[config.mk]
export PLATFORM = sky130hd
export DESIGN_NAME = baccarat_statemachine
export DESIGN_NICKNAME = d
export VERILOG_FILES = /design/src/rtl/baccarat_statemachine.sv
export SDC_FILE = /design/constraint.sdc
export NUM_CORES = 1
export LEC_CHECK = 0
export CELL_PAD_IN_SITES_DETAIL_PLACEMENT = 1
export CELL_PAD_IN_SITES_GLOBAL_PLACEMENT = 2
export CORE_MARGIN = 4
export CORE_UTILIZATION = 30
export CTS_CLUSTER_DIAMETER = 80
export DETAILED_ROUTE_END_ITERATION = 16
export HOLD_SLACK_MARGIN = 0.02
export PLACE_DENSITY_LB_ADDON = 0.1
export SLEW_MARGIN = 10
export SYNTH_ARGS = -nofsm -noshare
export SYNTH_HDL_FRONTEND = slang
export SYNTH_SLANG_ARGS = --single-unit
[constraint.sdc]
create_clock -name clk -period 2.3 [get_ports clk]
set_input_delay 0.69 -clock clk [delete_from_list [all_inputs] [get_ports clk]]
set_output_delay 0.69 -clock clk [all_outputs]
set_load 0.01 [all_outputs]
[src/rtl/baccarat_statemachine.sv]
// rtl/baccarat_statemachine.sv - baccarat dealing sequencer with third-card rules and win lights
//
// Purpose:
//   Converts deal-button presses into one-cycle load strobes for the baccarat
//   datapath (P1, D1, P2, D2, optional P3/D3), applies the third-card rules
//   using the datapath scores, and latches the win lights at game end.
//
// Ports:
//   clk               in   1  rising-edge system clock
//   resetb            in   1  synchronous active-low reset
//   key               in   1  deal button, active-low, asynchronous to clk
//   pcard3            in   4  player third card rank (0 = none, 1..13 = A..K)
//   pscore            in   4  player score 0..9
//   dscore            in   4  dealer score 0..9
//   load_pcard1..3    out  1  one-cycle player card load strobes
//   load_dcard1..3    out  1  one-cycle dealer card load strobes
//   player_win_light  out  1  player won or tied (valid in DONE)
//   dealer_win_light  out  1  dealer won or tied (valid in DONE)

module baccarat_statemachine #(
  parameter int SYNC_STAGES   = 2,
  parameter int SETTLE_CYCLES = 2
) (
  input  logic       clk,
  input  logic       resetb,
  input  logic       key,
  input  logic [3:0] pcard3,
  input  logic [3:0] pscore,
  input  logic [3:0] dscore,
  output logic       load_pcard1,
  output logic       load_pcard2,
  output logic       load_pcard3,
  output logic       load_dcard1,
  output logic       load_dcard2,
  output logic       load_dcard3,
  output logic       player_win_light,
  output logic       dealer_win_light
);

  localparam int CW = $clog2(SETTLE_CYCLES + 1);

  typedef enum logic [3:0] {
    DEAL_P1,
    DEAL_D1,
    DEAL_P2,
    DEAL_D2,
    SETTLE,
    DECIDE1,
    DEAL_P3,
    DECIDE2,
    DEAL_D3,
    DONE
  } state_t;

  state_t state, state_n;
  state_t target, target_n;

  logic [CW-1:0]          cnt, cnt_n;
  logic [SYNC_STAGES-1:0] sync;
  logic                   key_sync;
  logic                   key_prev;
  logic                   press;

  logic ld_p1_n, ld_p2_n, ld_p3_n, ld_d1_n, ld_d2_n, ld_d3_n;
  logic [3:0] pc3_value;
  logic       dealer_draw;

  assign key_sync = sync[SYNC_STAGES-1];
  // Falling edge of the synchronised button; holding the key low yields one press.
  assign press    = key_prev & ~key_sync;

  // Tens and face cards count as zero.
  assign pc3_value = (pcard3 >= 4'd10) ? 4'd0 : pcard3;

  // Banker third-card table, indexed by banker score and player's third card value.
  always_comb begin
    dealer_draw = 1'b0;
    case (dscore)
      4'd0, 4'd1, 4'd2: dealer_draw = 1'b1;
      4'd3:             dealer_draw = (pc3_value != 4'd8);
      4'd4:             dealer_draw = (pc3_value >= 4'd2) && (pc3_value <= 4'd7);
      4'd5:             dealer_draw = (pc3_value >= 4'd4) && (pc3_value <= 4'd7);
      4'd6:             dealer_draw = (pc3_value >= 4'd6) && (pc3_value <= 4'd7);
      default:          dealer_draw = 1'b0;
    endcase
  end

  always_comb begin
    state_n  = state;
    target_n = target;
    cnt_n    = cnt;
    ld_p1_n  = 1'b0;
    ld_p2_n  = 1'b0;
    ld_p3_n  = 1'b0;
    ld_d1_n  = 1'b0;
    ld_d2_n  = 1'b0;
    ld_d3_n  = 1'b0;
    case (state)
      DEAL_P1: if (press) begin
        ld_p1_n = 1'b1;
        state_n = DEAL_D1;
      end
      DEAL_D1: if (press) begin
        ld_d1_n = 1'b1;
        state_n = DEAL_P2;
      end
      DEAL_P2: if (press) begin
        ld_p2_n = 1'b1;
        state_n = DEAL_D2;
      end
      DEAL_D2: if (press) begin
        ld_d2_n  = 1'b1;
        state_n  = SETTLE;
        target_n = DECIDE1;
        cnt_n    = '0;
      end
      // The strobe cycle is spent here with cnt=0, followed by SETTLE_CYCLES
      // further cycles, so the datapath scores are stable before use.
      SETTLE: begin
        if (cnt == CW'(SETTLE_CYCLES)) begin
          state_n = target;
        end else begin
          cnt_n = cnt + CW'(1);
        end
      end
      DECIDE1: begin
        if ((pscore >= 4'd8) || (dscore >= 4'd8)) begin
          state_n = DONE;
        end else if (pscore <= 4'd5) begin
          state_n = DEAL_P3;
        end else if (dscore <= 4'd5) begin
          state_n = DEAL_D3;
        end else begin
          state_n = DONE;
        end
      end
      DEAL_P3: if (press) begin
        ld_p3_n  = 1'b1;
        state_n  = SETTLE;
        target_n = DECIDE2;
        cnt_n    = '0;
      end
      DECIDE2: state_n = dealer_draw ? DEAL_D3 : DONE;
      DEAL_D3: if (press) begin
        ld_d3_n  = 1'b1;
        state_n  = SETTLE;
        target_n = DONE;
        cnt_n    = '0;
      end
      DONE:    state_n = DONE;
      default: state_n = DEAL_P1;
    endcase
  end

  always_ff @(posedge clk) begin
    if (!resetb) begin
      state            <= DEAL_P1;
      target           <= DEAL_P1;
      cnt              <= '0;
      sync             <= '1;
      key_prev         <= 1'b1;
      load_pcard1      <= 1'b0;
      load_pcard2      <= 1'b0;
      load_pcard3      <= 1'b0;
      load_dcard1      <= 1'b0;
      load_dcard2      <= 1'b0;
      load_dcard3      <= 1'b0;
      player_win_light <= 1'b0;
      dealer_win_light <= 1'b0;
    end else begin
      state       <= state_n;
      target      <= target_n;
      cnt         <= cnt_n;
      sync        <= {sync[SYNC_STAGES-2:0], key};
      key_prev    <= key_sync;
      load_pcard1 <= ld_p1_n;
      load_pcard2 <= ld_p2_n;
      load_pcard3 <= ld_p3_n;
      load_dcard1 <= ld_d1_n;
      load_dcard2 <= ld_d2_n;
      load_dcard3 <= ld_d3_n;
      // Lights capture the scores only on the edge that enters DONE.
      if ((state_n == DONE) && (state != DONE)) begin
        player_win_light <= (pscore > dscore) || (pscore == dscore);
        dealer_win_light <= (dscore > pscore) || (pscore == dscore);
      end
    end
  end

endmodule
; ---- After elaboration in Yosys (flattened, before gate mapping)
; Cells that the tools add are included.
; W data, S select, Z words.
[totals]
reg_bits = 21
output_inout_bits = 8
[op_classes]
n_addsub = 1
n_lt_le_gt_ge = 11
eq_ne = 25
mux = 20
n_bitwise = 2
reduce_logical = 21
[ops]
columns = operator, count
row1 = $mux W4, 11
row2 = $pmux W4 S8, 1
row3 = $eq A4 B3 Y1 const B, 7
row4 = $eq A4 B2 Y1 const B, 4
row5 = $eq A4 B4 Y1 const B, 3
row6 = $ge A4 B4 Y1 const B, 3
row7 = $le A4 B3 Y1 const B, 3
row8 = $pmux W4 S3, 1
row9 = $reduce_and A2 Y1, 6
row10 = $eq A4 B1 Y1 const B, 2
row11 = $ge A4 B3 Y1 const B, 2
row12 = $gt A4 B4 Y1, 2
row13 = $logic_not A4 Y1, 2
row14 = $ne A2 B2 Y1 const B, 4
row15 = $ne A4 B4 Y1 const B, 2
row16 = $reduce_or A3 Y1, 2
row17 = $pmux W1 S5, 1
row18 = $eq A4 B4 Y1, 1
row19 = $ge A4 B2 Y1 const B, 1
row20 = $logic_and A1 B1 Y1, 4
row21 = $mux W2, 2
row22 = $pmux W2 S2, 1
row23 = $reduce_and A4 Y1, 1
row24 = $logic_or A1 B1 Y1, 3
row25 = 9 further kinds, 11

; ---- Longest topological paths before layout
; Gate-level depths: netlist (run 1).
[depth]
ltp_word = 9
depth_mapped = 8

; ---- Worst setup path after synthesis (run 1)
; Ideal clock, no wire load.
[synth_timing]
path_type = in2reg
from = input port pcard3[1]
to = register player_win_light
setup_ps = 122
t_arrival_ps = 1871
required_time_ps = 2178
setup_slack_ps = 308
cell_stages = 6
path_buffers = 0
cell_sequence = or3b_2 -> a21oi_1 -> nor4_1 -> a211oi_1 -> or4b_4 -> mux2i_1
[synth_via]
elab_chain_cells = 9
[synth_rtl]
columns = item, line
row1 = from (decl), 27  ; input logic [3:0] pcard3,
row2 = $ge A4 B4 Y1, 73  ; assign pc3_value = (pcard3 >= 4'd10) ? 4'd0 : pcard3;
row3 = $mux W4 *, 73
row4 = $ge A4 B3 Y1 (tied with other cells), 83  ; 4'd6: dealer_draw = (pc3_value >= 4'd6) && (pc3_value <= 4'd7);
row5 = "$logic_and A1 B1 Y1, on equally long branches", "83, 81, 82"
row6 = $pmux W1 S5 *, 78  ; case (dscore)
row7 = $mux W1 *, 143  ; DECIDE2: state_n = dealer_draw ? DEAL_D3 : DONE;
row8 = $pmux W4 S8 *, 98  ; case (state)
row9 = $eq A4 B4 Y1 *, 183  ; if ((state_n == DONE) && (state != DONE)) begin
row10 = $logic_and A1 B1 Y1 *, 183
row11 = to (signal assigned), 184  ; player_win_light <= (pscore > dscore) || (pscore == dscore);
row12 = to (decl), 36  ; output logic player_win_light,
; Mark *: on every way between the ends. The rest lies on a longest branch, timed or not.
; A chain may end at the register's enable or synchronous reset.

; ---- Final worst setup path (run 1)
[layout_timing]
from = input port pcard3[0]
to = register dealer_win_light
[layout_via]
elab_chain_cells = 9
[layout_rtl]
columns = item, line
row1 = $ge A4 B4 Y1, 73
row2 = $mux W4 *, 73
row3 = $ge A4 B3 Y1 (tied with other cells), 83
row4 = "$logic_and A1 B1 Y1, on equally long branches", "83, 81, 82"
row5 = $pmux W1 S5 *, 78
row6 = $mux W1 *, 143
row7 = $pmux W4 S8 *, 98
row8 = $eq A4 B4 Y1 *, 183
row9 = $logic_and A1 B1 Y1 *, 183
row10 = to (signal assigned), 185  ; dealer_win_light <= (dscore > pscore) || (pscore == dscore);
row11 = to (decl), 37  ; output logic dealer_win_light
; Marks and branches as above.

==> results of run 1 <==
[metal layers]
layer | GRT usage [%] | up-vias | part of all wire [%]
li1 | - | 576 | -
met1 | 16.0 | 572 | 44
met2 | 24.3 | 18 | 52
met3 | 2.08 | 6 | 2.3
met4 | 5.22 | 0 | 1.7
met5 | 0 | - | 0
[cell usage after synthesis, types with 2 or more instances]
cell type | number | area share [%]
nand3_1 | 3 | 1.2
nand2b_1 | 7 | 3.5
o211ai_1 | 3 | 1.8
a21oi_1 | 4 | 1.6
o21ai_0 | 8 | 3.2
or3b_2 | 2 | 1.4
nor2_1 | 14 | 4.2
nand2_1 | 11 | 3.3
nand4_1 | 5 | 2.5
nor3b_1 | 2 | 1.2
mux2i_1 | 3 | 2.4
nor3_1 | 3 | 1.2
buf_4 | 2 | 1.2
nor2b_1 | 6 | 3.0
a21boi_0 | 4 | 2.4
ha_1 | 5 | 5.1
dfxtp_1 | 21 | 34
inv_1 | 5 | 1.5
clkbuf_1 | 2 | 0.61
a211o_1 | 2 | 1.4
and3_1 | 2 | 1.0
[final timing paths]
check | end
worst max register to register | dealer_win_light$_SDFFE_PN0P_
worst min register to register | sync[1]$_SDFF_PN1_
worst min-delay path | sync[1]$_SDFF_PN1_
worst max-delay path | dealer_win_light$_SDFFE_PN0P_
[power groups by stage]
stage / Clock, W / Combinational, W / Sequential (W)
after CTS: 0.000257 / 0.000106 / 0.000372
after global routing: 0.000274 / 0.000117 / 0.000372
after detailed placement: 0 / 0.000106 / 0.000380
after floorplan: 0 / 0.0000538 / 0.000377
final: 0.000245 / 0.000106 / 0.000372
after global placement: 0 / 0.000103 / 0.000380
[stage by stage]
step	TNS, ns	area (um^2)	util [%]	setup slack, ns	power, W
floorplan	0	1240	-	0.308	0.000431
global placement	-0.816	1570	39.3	-0.363	0.000483
detailed placement	-0.894	1570	39.3	-0.399	0.000486
CTS	0	1620	40.6	0.00345	0.000735
global route	-0.0108	1650	41.3	-0.0108	0.000763
finish	0	1650	41.3	0.0536	0.000723
[critical path, stage by stage]
cell	delay [ns]
clkdlybuf4s50_1	0.42
nor2_2	0.11
a32oi_2	0.12
nor4_2	0.33
a211oi_2	0.09
or4b_4	0.51
mux2i_1	0.13
[state kept, by name, indices dropped and copies added (netlist names)]
| register | cells |
|---|---|
| state | 4 |
| load_pcard3 | 1 |
| load_pcard2 | 1 |
| sync | 2 |
| player_win_light | 1 |
| dealer_win_light | 1 |
| load_dcard2 | 1 |
| key_prev | 1 |
| cnt | 2 |
| load_pcard1 | 1 |
| target | 4 |
| load_dcard1 | 1 |
| load_dcard3 | 1 |
[kinds of logic (layout without fill, tap and decap cells)]
logic type / after synthesis / count (layout) / share of synthesized area (%)
simple gates: 67 / 67 / 32.3
compound gates: 32 / 32 / 18.0
flops: 21 / 21 / 34.0
buf+inv: 13 / 45 / 5.56
fa+ha+maj: 6 / 6 / 5.86
mux: 4 / 4 / 3.64
xor+xnor: 1 / 1 / 0.708
[layout make-up]
type | instances | share of cell area (%)
multi-input combinational | 110 | 47.0
timing repair buffer | 35 | 19.5
tap | 50 | 3.79
clock inverter | 1 | 0.303
sequential | 21 | 25.5
inverter | 6 | 1.36
clock buffer | 3 | 2.50
[repair_timing]
action	in CTS	in global routing
gates resized for setup	6	8
pin swaps	3	6
setup endpoints to repair	2	2
==> reports/qor.csv, run 1 <==
stage,metric,value,unit
status,status,completed,
detailed_routing,initial DRC count,29,
detailed_routing,Vias per Instance,5.19,
cells_and_area,Diodes inserted,0,
cells_and_area,fillers,475,
sta,period utilization,97.7,%
critical_path,signal arrival time at the worst endpoint,2.39,ns
global_route,largest net degree at the start of global routing,13,
clock_network,Clock Pin Slew Worst Setup and Hold Paths,0.08,ns
placement,Port Buffer Count,22,
critical_path,cell count of the worst reg-to-reg path,7,
detailed_routing,WL per Instance,15.5,um
sta,final slew viol count,0,
clock_network,Clock Latency Late Sink,0.26,ns
global_route,first-pass GRT wire length,5.53,mm
floorplanning,die height,72.2,um
placement,Routability Congestion,0.862,
cells_and_area,"leading cell types in the layout, fill and taps excluded","21 x dfxtp_1, 14 x clkdlybuf4s50_1, 13 x nor2_1, 13 x buf_4, 11 x nand2_1",
cells_and_area,FF/Latch Area,420,um^2
critical_path,RR Startpoint,state[0]$_SDFF_PN0_,
sta,final setup fails,0,
pwr,combinational power share,14.7,%
synth,YS warnings,0,
floorplanning,Die X-Extent,72.2,um
sta,actual slew at the worst max-slew pin,0.448,ns
critical_path,Critical Path RT,2.45,ns
sta,slew margin rel.,69.8,%
critical_path,CP Class,input pin to flop,
pwr,Seq pwr share,51.4,%
detailed_routing,first-pass detailed-route iteration total,4,
sta,Max Freq,445,MHz
placement,Post-DP HPWL,2.63,mm
min_path,min-delay src,sync[0]$_SDFF_PN1_,
cells_and_area,Final #Nets,197,
pwr,pwr dens,438,nW/um^2
floorplanning,core area,4000,um^2
pwr,net switching power,0.000178,W
pwr,internal power,0.000546,W
clock_network,CTS tree,yes,
clock_network,CTS Buf Count,3,
synth,number of synthesized flops with an enable pin,0,
cells_and_area,area grow syn2layout,33.5,%
critical_path,Setup crit start,pcard3[0],
detailed_routing,Routed WL,3.49,mm
global_route,gr ovfl total,0,
pwr,clock power share,33.9,%
synth,synthesized area,1240,um^2
cells_and_area,"commonest non-fill, non-tap cell in the layout",dfxtp_1,
min_path,worst hold path depth,1,
clock_network,postcts setup bufs,0,
min_path,Min-Delay Path Class,flop to flop,
critical_path,Worst Path Max Fanout,2,
detailed_routing,detailed-route via count,1172,
pwr,Leak,0.663,nW
clock_network,level count of the clock H-tree,1,
cells_and_area,post-route insts no fill,226,
synth,asr flop ratio synth,0,%
floorplanning,die area,5220,um^2
synth,Mapped Avg Cell Area,8.59,um^2
cells_and_area,share of post-route cells with drive strength above 1,21.6,%
detailed_routing,DRC,0,
pwr,Net Sw Frac,24.6,%
synth,Synth Instances,144,
pwr,VDD IR max,0.196,mV
critical_path,r2r setup slk,0.23,ns
clock_network,clk buf depth,2,
detailed_routing,number of antenna-violating nets in the routed design,0,
floorplanning,# rows,23,
global_route,Total GRT Usage,13.5,%
synth,"Seq/Total Area, Yosys",34.0,%
synth,post-synthesis register bit count,21,
clock_network,Root Driver,clkbuf_8,
sta,Post-Route Skew,0.00664,ns
global_route,initial antenna violation count,0,
placement,Cells after DPL,222,
cells_and_area,Multi-input gate area,777,um^2
sta,Tmin final,2.25,ns
job,Max-cap violations,0,
critical_path,type of origin of the critical path,input pin,
synth,Synth cell types,51,
synth,Syn Nets,164,
sta,Hold WS,0.420,ns
global_route,vias in the first global route,1166,
synth,"Top FF cell, synth",dfxtp_1,
floorplanning,I/O pins,23,
clock_network,CTS Hold Bufs,0,
clock_network,CTS Sinks,21,
floorplanning,initial core utilization,30.9,%
sta,"Hold Vio Cnt, Final",0,
critical_path,Crit. End Element,flop,
Note: power is estimated with default switching activity, not from simulation.
==> inputs of run 2 (changes only) <==
- SKIP_CTS_REPAIR_TIMING: not set -> 1
==> run 2 against run 1 <==
Sequential power about the same. Cell count is the same. Count of clock-buffer cells in the layout unchanged. Clock power hardly changed. Utilization rose by 0.59 points. Critical path type unchanged. Largest power group unchanged.
==> reports/qor.csv, run 2 (same netlist as run 1, synthesis figures left out) <==
stage,metric,value,unit
sta,actual slew at the worst max-slew pin,0.452,ns
sta,"Hold Vio Cnt, Final",0,
detailed_routing,Routed WL,3.45,mm
global_route,initial antenna violation count,0,
critical_path,ordered cell list for the critical path,clkdlybuf4s50_1 -> a211o_1 -> or3_4 -> buf_4 -> o211ai_1 -> or4b_4 -> mux2i_1,
cells_and_area,area grow syn2layout,35.4,%
detailed_routing,Max Used Layer,met4,
pwr,Seq pwr share,51.3,%
critical_path,Worst Path Max Fanout,2,
floorplanning,initial core utilization,30.9,%
pwr,VDD IR max,0.195,mV
clock_network,Clock Pin Slew Worst Setup and Hold Paths,0.08,ns
min_path,min-delay src,sync[0]$_SDFF_PN1_,
clock_network,CTS Sinks,21,
pwr,internal power,0.000547,W
floorplanning,I/O pins,23,
placement,pre-CTS setup slack,-0.399,ns
pwr,combinational power share,14.9,%
sta,final slew viol count,0,
cells_and_area,"commonest non-fill, non-tap cell in the layout",dfxtp_1,
detailed_routing,WL per Instance,15.3,um
global_route,vias in the first global route,1156,
pwr,clock power share,33.8,%
global_route,first-pass GRT wire length,5.46,mm
clock_network,CTS tree,yes,
detailed_routing,met2 WL,1.78,mm
cells_and_area,biggest regs,"state x4, target x4",
sta,RSZ-0062 raised after global routing,false,
detailed_routing,first-pass detailed-route iteration total,4,
global_route,gr ovfl total,0,
global_route,Total GRT Usage,13.4,%
clock_network,CTS Buf Count,3,
placement,Port Buffer Count,22,
detailed_routing,DRC,0,
floorplanning,die area,5220,um^2
cells_and_area,Final #Nets,197,
critical_path,Setup crit start,pscore[3],
sta,period utilization,96.1,%
critical_path,RR Startpoint,state[0]$_SDFF_PN0_,
detailed_routing,metal3 WL,93,um
critical_path,"delay-heaviest family, CP",simple AND/OR/NAND/NOR gates,
sta,Final WS setup,0.0888,ns
critical_path,peak per-stage delay on the critical path,0.58,ns
floorplanning,die height,72.2,um
cells_and_area,share of post-route cells with drive strength above 1,21.0,%
global_route,largest net degree at the start of global routing,13,
pwr,Leak,0.707,nW
pwr,pwr dens,432,nW/um^2
floorplanning,core area,4000,um^2
critical_path,Crit. End Element,flop,
clock_network,Clock Latency Late Sink,0.26,ns
detailed_routing,number of antenna-violating nets in the routed design,0,
detailed_routing,detailed-route via count,1158,
sta,slew margin rel.,69.6,%
placement,Post-DP HPWL,2.63,mm
floorplanning,# rows,23,
cells_and_area,"leading cell types in the layout, fill and taps excluded","21 x dfxtp_1, 14 x nor2_1, 13 x clkdlybuf4s50_1, 13 x buf_4, 11 x nand2_1",
pwr,net switching power,0.000177,W
critical_path,type of origin of the critical path,input pin,
critical_path,WP buf/inv,2,
critical_path,crit path max-delay cell type,or4b_4,
job,Max-cap violations,0,
floorplanning,Die X-Extent,72.2,um
clock_network,Root Driver,clkbuf_8,
sta,Post-Route Skew,0.00639,ns
clock_network,level count of the clock H-tree,1,
sta,Tmin final,2.21,ns
status,status,completed,
critical_path,signal arrival time at the worst endpoint,2.36,ns
min_path,Min-Delay Path Class,flop to flop,
critical_path,Critical Path RT,2.45,ns
sta,Max Freq,452,MHz
clock_network,clk buf depth,2,
cells_and_area,Final Util,41.9,%
cells_and_area,Diodes inserted,0,
sta,final setup fails,0,
critical_path,CP Class,input pin to flop,
detailed_routing,initial DRC count,25,
detailed_routing,Vias per Instance,5.12,
pwr,Net Sw Frac,24.5,%
sta,Hold WS,0.420,ns
detailed_routing,wl on met1,1.51,mm
placement,Routability Congestion,0.862,
-- run 2: cell type report --
class                   count  area [um^2]
well taps                  50         62.6
multi-input cells         110          783
flip-flops and latches     21          420
repair buffers             35          340
clock inverters             1         5.00
clock buffers               3         41.3
inverters                   6         22.5
fillers                   473         2320
-- run 2: metal layers --
metal  GRT usage, %  vias up
li1               -      577
met1           15.9      556
met2           23.9       18
met3           2.08        7
met4           5.22        0
met5              0        -
-- run 2: power groups by stage --
stage / registers (W) / clock network [W] / logic, W
2_1_floorplan: 0.000377 / 0 / 0.0000538
3_3_place_gp: 0.000380 / 0 / 0.000103
3_5_place_dp: 0.000380 / 0 / 0.000106
4_1_cts: 0.000372 / 0.000257 / 0.000107
5_1_grt: 0.000373 / 0.000274 / 0.000119
6_report: 0.000372 / 0.000244 / 0.000108
-- run 2: stage by stage --
step / cell area [um^2] / setup TNS (ns) / instances / power (W)
floorplan: 1240 / 0 / 144 / 0.000431
global placement: 1570 / -0.816 / 222 / 0.000483
detailed placement: 1570 / -0.894 / 222 / 0.000486
CTS: 1620 / -0.219 / 226 / 0.000736
global route: 1680 / 0 / 226 / 0.000765
finish: 1680 / 0 / 226 / 0.000724
-- run 2: worst paths after layout --
check	endpoint	slack, ns	depth (start not counted)
worst max-delay path	dealer_win_light$_SDFFE_PN0P_	0.09	7
worst min-delay path	sync[1]$_SDFF_PN1_	0.42	1
worst min register to register	sync[1]$_SDFF_PN1_	0.42	1
worst max register to register	dealer_win_light$_SDFFE_PN0P_	0.23	7
